<file path="config.mk">
export PLATFORM = sky130hd
export DESIGN_NAME = logic_unit_pipe
export DESIGN_NICKNAME = d
export VERILOG_FILES = /design/src/rtl/logic_unit_pipe.sv
export SDC_FILE = /design/constraint.sdc
export NUM_CORES = 1
export LEC_CHECK = 0
export CORE_UTILIZATION = 52
export CTS_BUF_LIST = sky130_fd_sc_hd__clkbuf_4 sky130_fd_sc_hd__clkbuf_8 sky130_fd_sc_hd__clkbuf_16
export DETAILED_ROUTE_END_ITERATION = 10
export HOLD_SLACK_MARGIN = 0.12
export PLACE_DENSITY_LB_ADDON = 0.2
export RECOVER_POWER = 100
export SLEW_MARGIN = 20
export SYNTH_ARGS = -nofsm -noshare
export SYNTH_HDL_FRONTEND = slang
export SYNTH_SLANG_ARGS = --single-unit
</file>
<file path="constraint.sdc">
create_clock -name clk -period 2.9 [get_ports clk]
set_input_delay 0.58 -clock clk [delete_from_list [all_inputs] [get_ports clk]]
set_output_delay 0.58 -clock clk [all_outputs]
set_load 0.005 [all_outputs]
</file>
<file path="src/rtl/logic_unit_pipe.sv">
// ---------------------------------------------------------------------------
// logic_unit_pipe
// Two-stage pipelined WIDTH-bit bitwise logic unit. Each transaction selects
// its function with an opcode. Valid/ready handshakes are used on both sides.
//
// Ports
//   clk         rising-edge clock
//   rst_n       asynchronous active-low reset
//   in_valid    operand transaction present
//   in_ready    block accepts the operand transaction this cycle
//   op          function select: 0 AND, 1 OR, 2 NAND, 3 NOR, 4 NOT b,
//               5 XOR, 6 XNOR, 7 illegal
//   a, b        operands
//   out_valid   result transaction present
//   out_ready   sink accepts the result this cycle
//   result      bitwise result (0 for an illegal opcode)
//   op_out      opcode that produced result
//   zero        result == 0
//   parity      XOR-reduction of result
//   illegal     op_out was 7
//   done_count  number of results handed off (wraps)
// ---------------------------------------------------------------------------
module logic_unit_pipe #(
   parameter int WIDTH = 8,
   parameter int CNT_W = 16
) (
   input  logic             clk,
   input  logic             rst_n,
   input  logic             in_valid,
   output logic             in_ready,
   input  logic [2:0]       op,
   input  logic [WIDTH-1:0] a,
   input  logic [WIDTH-1:0] b,
   output logic             out_valid,
   input  logic             out_ready,
   output logic [WIDTH-1:0] result,
   output logic [2:0]       op_out,
   output logic             zero,
   output logic             parity,
   output logic             illegal,
   output logic [CNT_W-1:0] done_count
);

   // Stage 1: captured operands
   logic             s1_v_q;
   logic [2:0]       s1_op_q;
   logic [WIDTH-1:0] s1_a_q;
   logic [WIDTH-1:0] s1_b_q;

   // Stage 2: computed result and flags
   logic             s2_v_q;
   logic [WIDTH-1:0] result_q;
   logic [2:0]       op_out_q;
   logic             zero_q;
   logic             parity_q;
   logic             illegal_q;
   logic [CNT_W-1:0] cnt_q;

   // Next-state values for stage 2, computed from stage 1
   logic [WIDTH-1:0] result_d;
   logic             zero_d;
   logic             parity_d;
   logic             illegal_d;

   logic s1_adv;
   logic s2_adv;

   // A stage may load when it is empty or its contents move on this cycle.
   // in_ready therefore depends combinationally on out_ready.
   assign s2_adv   = !s2_v_q || out_ready;
   assign s1_adv   = !s1_v_q || s2_adv;
   assign in_ready = s1_adv;

   always_comb begin
      result_d  = '0;
      illegal_d = 1'b0;
      case (s1_op_q)
         3'd0:    result_d = s1_a_q & s1_b_q;
         3'd1:    result_d = s1_a_q | s1_b_q;
         3'd2:    result_d = ~(s1_a_q & s1_b_q);
         3'd3:    result_d = ~(s1_a_q | s1_b_q);
         3'd4:    result_d = ~s1_b_q;
         3'd5:    result_d = s1_a_q ^ s1_b_q;
         3'd6:    result_d = ~(s1_a_q ^ s1_b_q);
         default: begin
            // Illegal opcode still flows through with a zero result
            result_d  = '0;
            illegal_d = 1'b1;
         end
      endcase
      zero_d   = (result_d == '0);
      parity_d = ^result_d;
   end

   always_ff @(posedge clk or negedge rst_n) begin
      if (!rst_n) begin
         s1_v_q  <= 1'b0;
         s1_op_q <= '0;
         s1_a_q  <= '0;
         s1_b_q  <= '0;
      end else if (s1_adv) begin
         s1_v_q <= in_valid;
         // Operand registers only change when a real transaction enters
         if (in_valid) begin
            s1_op_q <= op;
            s1_a_q  <= a;
            s1_b_q  <= b;
         end
      end
   end

   always_ff @(posedge clk or negedge rst_n) begin
      if (!rst_n) begin
         s2_v_q    <= 1'b0;
         result_q  <= '0;
         op_out_q  <= '0;
         zero_q    <= 1'b0;
         parity_q  <= 1'b0;
         illegal_q <= 1'b0;
      end else if (s2_adv) begin
         s2_v_q <= s1_v_q;
         if (s1_v_q) begin
            result_q  <= result_d;
            op_out_q  <= s1_op_q;
            zero_q    <= zero_d;
            parity_q  <= parity_d;
            illegal_q <= illegal_d;
         end
      end
   end

   always_ff @(posedge clk or negedge rst_n) begin
      if (!rst_n) begin
         cnt_q <= '0;
      end else if (s2_v_q && out_ready) begin
         cnt_q <= cnt_q + CNT_W'(1);
      end
   end

   assign out_valid  = s2_v_q;
   assign result     = result_q;
   assign op_out     = op_out_q;
   assign zero       = zero_q;
   assign parity     = parity_q;
   assign illegal    = illegal_q;
   assign done_count = cnt_q;

endmodule

</file>
---- After elaboration in Yosys (flattened, before gate mapping) ----
Index checks and enable logic that the tools add are counted.
storage, ports and cells
  register bits after elaboration ......... 51
  bits of input ports ..................... 23
cells by class
  equal/unequal tests ..................... 6
  bitwise operators ....................... 7
  reductions and logical operators ........ 11
  add/sub/neg operators ................... 1
  multiplexer cells ....................... 2
operator list
  cell                                           count
  case mux 8 bit (7 select lines)                1
  NOT 8 bit                                      4
  adder 16 x 1 -> 16 bit, second input constant  1
  == test 3 bit, second input constant           3
  AND 8 bit                                      1
  zero test 8 bit                                1
  OR 8 bit                                       1
  parity 8 bit                                   1
  XOR 8 bit                                      1
  OR reduction 7 bit                             1
  == test 3 x 2 -> 1 bit, second input constant  2
  AND reduction 2 bit                            2
  == test 3 x 1 -> 1 bit, second input constant  1
  zero test 3 bit                                1
  zero test 1 bit                                2
  logical OR 1 bit                               2
  logical AND 1 bit                              1
  2-to-1 mux 1 bit                               1

---- Logic depth before layout (Yosys ltp) ----
  word-level depth ........................ 4
  mapped depth ............................ 10

---- Least setup slack after synthesis ----
No wires, ideal clock.
  path kind ............................... register to register
  start ................................... register s1_b_q[6]
  end ..................................... register parity_q (netlist: parity)
  setup time .............................. 0.136 ns
  arrival ................................. 2.039 ns
  data required time ...................... 2.764 ns
  clock period less this slack ............ 2.175 ns
  stages on the path, launching flop included .. 9
  slack ................................... 0.725 ns
  cells stage by stage .................... dfrtp_1 inv_1 ha_1 mux2_2 mux4_2 ha_1 xnor2_1 xnor2_1 o21ai_0
between the ends
  cells in the longest elaborated chain, start to end .. 4
  elaborated cells between the ends (all ways) .. 9
  those cells by class .................... mux: 1; bitwise: 7; reduce/logical: 1
ends and longest elaborated chain
  item                                 RTL line    text
  start: declaration                   48          logic [WIDTH-1:0] s1_b_q;
  start signal: assignment             100         s1_b_q <= '0;
  start signal: assignment             107         s1_b_q <= b;
  XOR 8 bit (tied with other cells)    83, 84
  NOT 8 bit (on tied branches)         84, 80, 81
  case mux 8 bit (7 select lines) (*)  77          case (s1_op_q)
  parity 8 bit (*)                     92          parity_d = ^result_d;
  end signal: assignment               126         parity_q <= parity_d;
  end: declaration                     55          logic parity_q;
Mark *: on every way between the ends. The rest lies on a longest branch, timed or not.
A chain may end at the register's enable or synchronous reset.

---- Worst setup path in the final report ----
  start ................................... input out_ready
  end ..................................... output in_ready
between the ends
  cells in the longest elaborated chain, start to end .. 2
ends and longest elaborated chain
  item                RTL line  text
  start: declaration  35        input logic out_ready,
  logical OR 1 bit    70        assign s2_adv = !s2_v_q || out_ready;
  logical OR 1 bit    71        assign s1_adv = !s1_v_q || s2_adv;
  end: declaration    30        output logic in_ready,
No other way between the ends.

==> results.md <==
- Fin nets: 362
- Area Overhead vs Synth: 23.1%
- Share of layout cells above drive strength 1: 12.2%
- Simple-gate share of the synthesized area: 14.0%
- Crit path launch: out_ready
- Slowest CP cell: dlygate4sd3_1
- Clk slew on worst S/H paths: 0.09 ns
- DIE HEIGHT: 75.9 um
- CTS Sinks: 51
- DP HPWL: 3.72 mm
- Power per Cell Area: 623 nW/um^2
- Top post-synthesis cells by area: dfrtp_1, mux2_2, ha_1
- Multiplexer area fraction after synthesis: 11.4%
- Area after DPL: 3430 sq um
- CP most frequent cell: dlygate4sd3_1
- Synth cell types: 38
- Cts repair resizes: 0
- Leakage: 1.61 nW
- Post-Syn Area per Cell: 10.8 sq um
- Postcts setup bufs: 0
- Io pins: 55
- Net Count, Synth: 306
- Wire length per cell: 12.5 um
- Fin util: 67.6%
- Main synth FF type: dfrtp_1
- Worst-path cell chain: dlygate4sd3_1 > nand3b_1 > dlygate4sd3_1
- Die area: 5760 sq um
- # diodes: 0
- Initial antenna violation count: 0
- Top cell type's share of synthesized area: 44.9%
- Via count of the first global-routing pass: 1,829
- #FFs+latches synth: 51
- Layout Skew: 0.00655 ns
- Top post-synthesis cells by count: dfrtp_1, nand2_1, mux2_2
- Count leader, synth: dfrtp_1
- CP Launch Type: input port
- Routed vias: 1,999
- Largest stage delay, worst path: 0.60 ns
- First-pass GRT wire length: 8.76 mm
- Total track usage: 18.8%
- Outcome: complete, no violations
- Crit share post-route: 89.0%
- CTS buffer count: 5
- Complex-gate fraction of the synthesized area: 7.35%
- Seq/Total Area, Yosys: 44.9%
- RD Place Congestion: 0.811
- Yosys warns: 0
- WP data required: 2.32 ns
- Final WL: 4.88 mm
- Crit end category: primary output
- Peak Freq: 388 MHz
- Rel. slew slack: 19.2%
- EDFF count, synth: 0
- Routed Antenna Nets: 0
- Final hold vios: 0
- Vias/cell: 5.14
- Max-Cap Viols: 0
- Crit path kind: in -> out
- Synth Instances: 262
- Largest family of logic cells by synthesized area: simple AND/OR/NAND/NOR gates
- Fraction of registers with async set or reset after synthesis: 100%
- Data arrival, critical path: 2.00 ns
- Largest net degree at the start of global routing: 52
- Worst reg2reg setup slack: 0.61 ns
- Launch point of the worst reg-to-reg path: s1_op_q[1]
- CTS root buf: clkbuf_8
- Hold_buf cts: 0
- Buffers on Ports: 54
- Gr ovfl total: 0
- Drc violations: 0
- Tmin final: 2.58 ns
- Hold path startpoint: done_count[15]
- Slew Limit Fails: 0
- DRT Pass-1 Iters: 4
- Max FO, Critical Path: 5
- Worst-Skew Late Latency: 0.30 ns
- Layout fillers: 418
- Number of placement rows: 26
- Post-synth top area cell: dfrtp_1
- Post-Synth Adder-Cell Area: 9.25%
- Tightest Pin Transition: 1.21 ns
- H-tree levels: 2
- CTS tree: done
- Initial DRC Count: 82
- Unrepaired setup endpoints after global routing: no
- Mapped cell area: 2840 sq um
- TNS Setup: 0 ns
- Area of the core: 5170 sq um
- Fin area: 3500 sq um
- VDD IR max: 0.000306 V
- Hold Path Class: reg -> reg
- # setup viols final: 0
- Synth Area in XOR/XNOR: 8.32%
- Starting Density: 54.9%
- Die W: 75.9 um
- Clk buf depth: 2
==> routing by layer <==
metal,vias up,global-route usage [%],wire (um)
met4,0,5.96,42
li1,1012,-,-
met5,-,0,0
met3,4,2.53,140
met2,40,29.7,2310
met1,943,26.8,2390
==> logic make-up after synthesis <==
kind of cell | Yosys count
flip-flops | 51
XOR/XNOR | 27
multiplexers | 28
buffers and inverters | 28
AND/OR/NAND/NOR | 73
AO/OA/AOI/OAI | 34
adder cells (fa/ha/maj) | 21
==> metrics by stage <==
stage	power [mW]	worst slack, ns	hold WS, ns	std cells
after floorplan	1.50	0.725	0.284	262
after global placement	1.82	0.533	0.460	381
after detailed placement	1.85	0.485	0.463	381
after CTS	2.26	0.480	0.402	389
after global routing	2.35	0.255	0.508	389
final	2.18	0.320	0.472	389
==> state kept, by name, summed over array words and instances (netlist names) <==
register	cells
done_count	16
illegal	1
op_out	3
out_valid	1
parity	1
result	8
s1_a_q	8
s1_b_q	8
s1_op_q	3
s1_v_q	1
zero	1
==> cells in the final DEF, fill, tap and decap left out, types with 2 or more instances in the layout <==
cell type / netlist / routed
nand2b_1: 9 / 9
buf_4: 3 / 2
nand3_1: 11 / 11
o21ai_0: 16 / 20
nor2b_1: 5 / 5
nor4_1: 0 / 2
and4_1: 3 / 3
xnor2_1: 17 / 17
ha_1: 21 / 21
o22a_1: 2 / 2
xor2_1: 10 / 10
inv_1: 18 / 18
clkbuf_8: 0 / 5
mux2_2: 24 / 24
clkdlybuf4s50_1: 0 / 20
nand3b_1: 4 / 4
nand2_1: 25 / 26
nor2_1: 4 / 4
and3_1: 2 / 2
o211ai_1: 6 / 6
mux2i_1: 3 / 3
dlygate4sd3_1: 0 / 33
dfrtp_1: 51 / 51
nand4_1: 3 / 3
==> worst max-delay path: cells and delay by family <==
kind / cells / cell delay (ns)
buffers and inverters: 2 / 1.20
AND/OR/NAND/NOR: 1 / 0.22
==> path summary, 6_finish.rpt <==
check / to / depth (start not counted)
max reg2reg: parity / 8
max: in_ready / 3
min: done_count[15] / 1
min in group asynchronous: op_out[1] / 2
max in group asynchronous: s1_op_q[0] / 2
min reg2reg: done_count[15] / 1
==> where the power goes <==
group          switching (mW)  internal [mW]
Sequential              0.131          0.851
Combinational           0.336          0.455
Clock                   0.226          0.178
==> final cells by class <==
| cell class | instances | area (sq um) | area share, % |
|---|---|---|---|
| inverters | 19 | 71.3 | 2.04 |
| well taps | 70 | 87.6 | 2.50 |
| flip-flops and latches | 51 | 1280 | 36.5 |
| multi-input cells | 183 | 1410 | 40.4 |
| clock inverters | 2 | 12.5 | 0.358 |
| repair buffers | 58 | 559 | 16.0 |
| clock buffers | 6 | 76.3 | 2.18 |
(Power assumes the default switching activity.)
